**src/rtl/xocc_hub_pkg.sv**
```systemverilog
// Shared constants and sizing helpers for the XOCC channel hub.
// Slice helpers locate a channel inside the flattened DSA-side buses.
package xocc_hub_pkg;

  localparam int XOCC_WORD_W = 32;

  function automatic int clog2_min1(input int n);
    return (n <= 2) ? 1 : $clog2(n);
  endfunction

  function automatic int calc_ch_w(input int num_ch);
    return clog2_min1(num_ch);
  endfunction

  function automatic int cmd_slice_lo(input int ch, input int cmd_words);
    return ch * XOCC_WORD_W * cmd_words;
  endfunction

  function automatic int rsp_slice_lo(input int ch);
    return ch * XOCC_WORD_W;
  endfunction

endpackage

```
**src/rtl/xocc_sync_fifo.sv**
```systemverilog
// Count-based show-ahead FIFO with registered full/empty flags.
// Push while full and pop while empty are ignored; storage is not reset.
module xocc_sync_fifo #(
  parameter int WIDTH = 32,
  parameter int DEPTH = 4
) (
  input  logic             clk,
  input  logic             srst,
  input  logic             push,
  input  logic [WIDTH-1:0] push_data,
  input  logic             pop,
  output logic             full,
  output logic             empty,
  output logic [WIDTH-1:0] head
);

  localparam int AW = $clog2(DEPTH);
  localparam int CW = $clog2(DEPTH + 1);

  logic [WIDTH-1:0] mem_q [DEPTH];
  logic [AW-1:0]    wr_ptr_q, wr_ptr_d;
  logic [AW-1:0]    rd_ptr_q, rd_ptr_d;
  logic [CW-1:0]    count_q, count_d;
  logic             full_q, full_d;
  logic             empty_q, empty_d;
  logic             do_push, do_pop;

  assign do_push = push && !full_q;
  assign do_pop  = pop && !empty_q;

  // Power-of-two depth lets the pointers wrap naturally.
  always_comb begin
    wr_ptr_d = wr_ptr_q + AW'(do_push);
    rd_ptr_d = rd_ptr_q + AW'(do_pop);
    count_d  = count_q + CW'(do_push) - CW'(do_pop);
    full_d   = (count_d == CW'(DEPTH));
    empty_d  = (count_d == '0);
  end

  always_ff @(posedge clk) begin
    if (srst) begin
      wr_ptr_q <= '0;
      rd_ptr_q <= '0;
      count_q  <= '0;
      full_q   <= 1'b0;
      empty_q  <= 1'b1;
    end else begin
      wr_ptr_q <= wr_ptr_d;
      rd_ptr_q <= rd_ptr_d;
      count_q  <= count_d;
      full_q   <= full_d;
      empty_q  <= empty_d;
    end
  end

  always_ff @(posedge clk) begin
    if (do_push) mem_q[wr_ptr_q] <= push_data;
  end

  assign full  = full_q;
  assign empty = empty_q;
  assign head  = mem_q[rd_ptr_q];

endmodule

```
**src/rtl/xocc_chan_hub.sv**
```systemverilog
// N-channel XOCC hub: CPU words are packed into commands per channel and queued
// to the DSA; DSA responses are queued back to the CPU, with sticky error flags.
module xocc_chan_hub
  import xocc_hub_pkg::*;
#(
  parameter int NUM_CH    = 2,
  parameter int CMD_WORDS = 3,
  parameter int CMD_DEPTH = 4,
  parameter int RSP_DEPTH = 4,
  localparam int CH_W     = calc_ch_w(NUM_CH)
) (
  input  logic                                i_pad_clk,
  input  logic                                i_pad_rst,
  input  logic                                cpu_cmd_valid,
  output logic                                cpu_cmd_ready,
  input  logic [CH_W-1:0]                     cpu_cmd_chan,
  input  logic [XOCC_WORD_W-1:0]              cpu_cmd_data,
  input  logic [CH_W-1:0]                     cpu_rsp_chan,
  output logic                                cpu_rsp_valid,
  input  logic                                cpu_rsp_ready,
  output logic [XOCC_WORD_W-1:0]              cpu_rsp_data,
  output logic [NUM_CH*XOCC_WORD_W*CMD_WORDS-1:0] xocc_cmd_buffer,
  output logic [NUM_CH-1:0]                   xocc_cmd_empty,
  input  logic [NUM_CH-1:0]                   xocc_cmd_rd_en,
  input  logic [NUM_CH*XOCC_WORD_W-1:0]       xocc_rsp_buffer,
  input  logic [NUM_CH-1:0]                   xocc_rsp_wr_en,
  output logic [NUM_CH-1:0]                   xocc_rsp_full,
  output logic [NUM_CH-1:0]                   err_cmd_udf,
  output logic [NUM_CH-1:0]                   err_rsp_ovf,
  input  logic [NUM_CH-1:0]                   err_clr
);

  localparam int CMD_W = XOCC_WORD_W * CMD_WORDS;
  localparam int CNT_W = clog2_min1(CMD_WORDS);

  logic [NUM_CH-1:0]      word_acc, cmd_final, cmd_push, cmd_pop, cmd_full, cmd_empty;
  logic [NUM_CH-1:0]      rsp_push, rsp_pop, rsp_full, rsp_empty;
  logic [CMD_W-1:0]       cmd_push_data [NUM_CH];
  logic [CMD_W-1:0]       cmd_head      [NUM_CH];
  logic [XOCC_WORD_W-1:0] rsp_head      [NUM_CH];
  logic                   cmd_stall;
  logic                   rsp_sel_valid;
  logic [XOCC_WORD_W-1:0] rsp_sel_data;

  // Only a final word into a full command FIFO stalls; the flag is registered.
  always_comb begin
    cmd_stall     = 1'b0;
    rsp_sel_valid = 1'b0;
    rsp_sel_data  = '0;
    for (int c = 0; c < NUM_CH; c++) begin
      if (cpu_cmd_chan == CH_W'(c) && cmd_final[c] && cmd_full[c]) cmd_stall = 1'b1;
      if (cpu_rsp_chan == CH_W'(c)) begin
        rsp_sel_valid = !rsp_empty[c];
        rsp_sel_data  = rsp_head[c];
      end
    end
  end

  assign cpu_cmd_ready = !i_pad_rst && !cmd_stall;
  assign cpu_rsp_valid = !i_pad_rst && rsp_sel_valid;
  assign cpu_rsp_data  = rsp_sel_data;

  for (genvar gi = 0; gi < NUM_CH; gi++) begin : ch_g
    localparam int CMD_LO = cmd_slice_lo(gi, CMD_WORDS);
    localparam int RSP_LO = rsp_slice_lo(gi);

    logic udf_q, udf_d;
    logic ovf_q, ovf_d;

    assign word_acc[gi] = cpu_cmd_valid && cpu_cmd_ready && (cpu_cmd_chan == CH_W'(gi));

    if (CMD_WORDS > 1) begin : pack_g
      logic [CNT_W-1:0]                     cnt_q, cnt_d;
      logic [XOCC_WORD_W*(CMD_WORDS-1)-1:0] stage_q, stage_d;

      always_comb begin
        cnt_d   = cnt_q;
        stage_d = stage_q;
        if (word_acc[gi]) begin
          if (cmd_final[gi]) begin
            cnt_d = '0;
          end else begin
            cnt_d = cnt_q + 1'b1;
            stage_d[cnt_q*XOCC_WORD_W +: XOCC_WORD_W] = cpu_cmd_data;
          end
        end
      end

      always_ff @(posedge i_pad_clk) begin
        if (i_pad_rst) cnt_q <= '0;
        else           cnt_q <= cnt_d;
      end

      always_ff @(posedge i_pad_clk) begin
        stage_q <= stage_d;
      end

      assign cmd_final[gi]     = (cnt_q == CNT_W'(CMD_WORDS - 1));
      assign cmd_push_data[gi] = {cpu_cmd_data, stage_q};
    end else begin : direct_g
      assign cmd_final[gi]     = 1'b1;
      assign cmd_push_data[gi] = cpu_cmd_data;
    end

    assign cmd_push[gi] = word_acc[gi] && cmd_final[gi];
    assign cmd_pop[gi]  = xocc_cmd_rd_en[gi] && !cmd_empty[gi];
    assign rsp_push[gi] = xocc_rsp_wr_en[gi] && !rsp_full[gi];
    assign rsp_pop[gi]  = cpu_rsp_valid && cpu_rsp_ready && (cpu_rsp_chan == CH_W'(gi));

    // A new error event outranks a simultaneous clear.
    always_comb begin
      udf_d = (udf_q && !err_clr[gi]) || (xocc_cmd_rd_en[gi] && cmd_empty[gi]);
      ovf_d = (ovf_q && !err_clr[gi]) || (xocc_rsp_wr_en[gi] && rsp_full[gi]);
    end

    always_ff @(posedge i_pad_clk) begin
      if (i_pad_rst) begin
        udf_q <= 1'b0;
        ovf_q <= 1'b0;
      end else begin
        udf_q <= udf_d;
        ovf_q <= ovf_d;
      end
    end

    xocc_sync_fifo #(.WIDTH(CMD_W), .DEPTH(CMD_DEPTH)) u_cmd_fifo (
      .clk       (i_pad_clk),
      .srst      (i_pad_rst),
      .push      (cmd_push[gi]),
      .push_data (cmd_push_data[gi]),
      .pop       (cmd_pop[gi]),
      .full      (cmd_full[gi]),
      .empty     (cmd_empty[gi]),
      .head      (cmd_head[gi])
    );

    xocc_sync_fifo #(.WIDTH(XOCC_WORD_W), .DEPTH(RSP_DEPTH)) u_rsp_fifo (
      .clk       (i_pad_clk),
      .srst      (i_pad_rst),
      .push      (rsp_push[gi]),
      .push_data (xocc_rsp_buffer[RSP_LO +: XOCC_WORD_W]),
      .pop       (rsp_pop[gi]),
      .full      (rsp_full[gi]),
      .empty     (rsp_empty[gi]),
      .head      (rsp_head[gi])
    );

    assign xocc_cmd_buffer[CMD_LO +: CMD_W] = cmd_head[gi];
    assign xocc_cmd_empty[gi] = cmd_empty[gi];
    assign xocc_rsp_full[gi]  = rsp_full[gi];
    assign err_cmd_udf[gi]    = udf_q;
    assign err_rsp_ovf[gi]    = ovf_q;
  end

endmodule

```
**config.mk**
```make
export PLATFORM = sky130hd
export DESIGN_NAME = xocc_chan_hub
export DESIGN_NICKNAME = d
export VERILOG_FILES = /design/src/rtl/xocc_hub_pkg.sv /design/src/rtl/xocc_sync_fifo.sv /design/src/rtl/xocc_chan_hub.sv
export SDC_FILE = /design/constraint.sdc
export NUM_CORES = 1
export LEC_CHECK = 0
export BUFFER_PORTS_ARGS = -buffer_cell sky130_fd_sc_hd__buf_2
export CAP_MARGIN = 20
export CORE_MARGIN = 4
export CORE_UTILIZATION = 51
export DETAILED_ROUTE_END_ITERATION = 7
export MAX_ROUTING_LAYER = met4
export PLACE_DENSITY = 0.69
export SLEW_MARGIN = 40
export SYNTH_ARGS = -nofsm -noshare
export SYNTH_HDL_FRONTEND = slang
export SYNTH_SLANG_ARGS = --single-unit
```
**constraint.sdc**
```tcl
create_clock -name i_pad_clk -period 18.3 [get_ports i_pad_clk]
set_input_delay 3.66 -clock i_pad_clk [delete_from_list [all_inputs] [get_ports i_pad_clk]]
set_output_delay 3.66 -clock i_pad_clk [all_outputs]
set_load 0.02 [all_outputs]
```
==> metrics.csv <==
stage;metric;value;unit
run_status;status;completed;
setup_path;nature of the critical path endpoint;primary output;
min_path;Hold Path Stages;0;
setup_path;slowest CP cell;nand2_1;
drt;Starting DRT DRC Count;1833;
placed_design;Final GP Congestion;0.773;
floorplanning;initial core utilization;0.518;
clocking;Root Buffer;clkbuf_16;
floorplanning;Die Footprint;91700;µm²
setup_path;FF-to-FF path depth;7;
clocking;clk slew on worst S/H paths;0.06;ns
setup_path;CP Class;input port to primary output;
sta;worst slew pin tran;0.837;ns
clocking;Worst-Skew Late Latency;0.68;ns
clocking;Sink Count;1196;
global_routing;Total GRT Usage;0.219;
clocking;Clock Path Buffers;3;
floorplanning;die height;303;µm
clocking;post_cts resized;0;
floorplanning;die width;303;µm
synth;Post-Syn Area;44400;µm²
sta;Slew HR;0.442;
global_routing;initial antenna violation count;25;
floorplanning;Ports;342;
synth;fraction of registers with async set/reset;0;
sta;fmax;0.110;GHz
synth;area leader, netlist;edfxtp_1;
global_routing;first-pass GRT wire length;142;mm
drt;DR DRC count;0;
global_routing;gr ovfl total;0;
setup_path;Top Family by Delay on Critical Path;buffers and inverters;
global_routing;vias in the first global route;21500;
synth;Seq/Total Area, Yosys;0.800;
clocking;H-tree depth;3;
setup_path;CP Launch Point;cpu_rsp_chan;
drt;WL/cell;26.9;µm
sta;final worst-path cycle share;0.498;
placed_design;Final HPWL DP;58.3;mm
clocking;cts bufs inserted;115;
sta;RSZ-0062 raised after global routing;no;
job;max cap viols;0;
clocking;CTS Hold Bufs;0;
placed_design;dpl cell area;47400;µm²
layout;cell area after layout;51200;µm²
sta;Fin. Hold Viols;0;
synth;FF+latch count, synth;1196;
setup_path;CP startpoint kind;input port;
pwr;Power Density;122;nW/µm²
drt;via count;20700;
setup_path;Top cell by count, worst path;buf_2;
drt;DR vias/cell;5.72;
sta;clock skew;0.0398;ns
setup_path;buffers and inverters on the worst path;2;
floorplanning;std cell rows;107;
sta;smallest hold slack;0.479;ns
synth;count of cell types in the netlist;41;
drt;Final ANT Viol Nets;0;
setup_path;Crit path largest cell delay;0.55;ns
pwr;Tot Pwr;6.25;mW
synth;top cells by area, synth;edfxtp_1, mux4_2, mux2i_1, dfxtp_1, and2_1;
synth;Ys Warns;0;
drt;DR pass1 iterations;5;
synth;Mean Syn Cell Area;22.6;µm²
placed_design;Port Buf Inserts;341;
synth;cell with the most instances after synthesis;edfxtp_1;
setup_path;CP arrival;5.46;ns
layout;final design utilization;0.598;
synth;EDFF count, synth;1152;
synth;top post-synthesis cells by count;edfxtp_1, mux4_2, mux2i_1, and2_1, and3_1;
synth;Synth top area share;0.780;
global_routing;largest net degree at the start of global routing;71;
sta;Period minus WS final;9.12;ns
sta;fin. max-slew vios;0;
synth;post-synthesis net count;2101;
setup_path;CP Cell Sequence;buf_2 > nand2_1 > o22a_1 > o221ai_1 > buf_2;
synth;Mapped Cells;1963;
setup_path;Levels on crit path;5;
setup_path;Crit Reg-Reg Startpoint;ch_g[0].pack_g.cnt_q[0];
min_path;worst hold start;ch_g[0].pack_g.stage_q[35];
pwr;Peak VDD IR;0.0000969;V
layout;share of post-route cells with drive strength above 1;0.321;
setup_path;WP data required;14.64;ns
synth;Synth Flop Type;edfxtp_1;
sta;Final Setup Violations;0;
setup_path;worst-path maximum fanout;26;
min_path;Hold WC Path Type;flop to flop;
layout;layout net count;2500;
floorplanning;core area;85700;µm²
layout;Synth-to-Final Area Change;15.5;%
drt;DRT Wirelength;97.1;mm
sta;setup TNS;0;ns
layout;Filler Cell Count;6131;
clocking;# Post-CTS Setup Buffers;0;
pwr;Leak;17.0;nW
clocking;TritonCTS clock tree;yes;
per-layer routing:
layer,up-vias,wire [µm],track usage
met1,10800,37200,0.289
met3,128,10200,0.0584
met4,0,1960,0.0550
met5,-,0,-
li1,8883,-,-
met2,823,47700,0.344
per-stage QoR:
step / setup WS, ns / cells
after global placement: 9.10 / 3386
after floorplan: 6.44 / 1963
after detailed placement: 8.99 / 3389
after global routing: 9.08 / 3611
after CTS: 8.99 / 3602
final: 9.18 / 3613
logic make-up (layout without fill, tap and decap cells):
logic type | Yosys count | after routing | synth area share
other cells | 0 | 11 | 0
compound gates | 62 | 62 | 0.0131
xor+xnor | 12 | 12 | 0.00361
fa+ha+maj | 30 | 30 | 0.00914
flops | 1196 | 1196 | 0.800
simple gates | 235 | 235 | 0.0311
buf+inv | 126 | 621 | 0.0153
mux | 302 | 302 | 0.128
sequential cells by signal (all words and copies together), names as in the netlist, 4 cells and up:
register,count
ch_g.u_cmd_fifo.wr_ptr_q,4
ch_g.pack_g.cnt_q,4
ch_g.u_rsp_fifo.rd_ptr_q,4
ch_g.u_cmd_fifo.rd_ptr_q,4
ch_g.u_rsp_fifo.count_q,6
ch_g.u_rsp_fifo.wr_ptr_q,4
ch_g.pack_g.stage_q,128
ch_g.u_rsp_fifo.mem_q,256
ch_g.u_cmd_fifo.count_q,6
ch_g.u_cmd_fifo.mem_q,768
power breakdown:
| part | internal, mW | switching (mW) | leakage [nW] |
|---|---|---|---|
| logic | 0.306 | 0.451 | 4.22 |
| registers | 3.10 | 0.0571 | 11.0 |
| clock network | 1.35 | 0.990 | 1.83 |
| total | 4.75 | 1.50 | 17.0 |
path summary, 6_finish.rpt:
path / to / slack (ns)
worst max-delay path: cpu_rsp_data[28] / 9.18
worst min-delay path: ch_g[0].u_cmd_fifo.mem_q[0][35] / 0.48
worst max register to register: ch_g[0].u_cmd_fifo.mem_q[1][43] / 15.09
worst min register to register: ch_g[0].u_cmd_fifo.mem_q[0][35] / 0.48
cells in the final DEF (no fill, tap or decap), types with 21 or more instances in the layout:
cell | netlist | final
edfxtp_1 | 1152 | 1152
buf_2 | 37 | 341
mux4_2 | 203 | 203
clkbuf_16 | 0 | 117
mux2i_1 | 92 | 92
and2_1 | 82 | 82
and3_1 | 51 | 48
dfxtp_1 | 44 | 38
nand2_1 | 30 | 30
clkinv_1 | 0 | 30
inv_1 | 29 | 29
buf_4 | 10 | 29
ha_1 | 26 | 25
o221ai_1 | 22 | 22
nor2b_1 | 21 | 21
final cells by class:
type                    count  area [µm²]  share of cell area
well taps                1144        1430              0.0280
multi-input cells         641        8320               0.163
clock buffers             137        3020              0.0590
repair buffers            379        2050              0.0400
diodes                     11        27.5            0.000538
inverters                  29         109             0.00213
clock inverters            76         753              0.0147
flip-flops and latches   1196       35500               0.693
No activity file was read; power rests on OpenSTA's default activity.
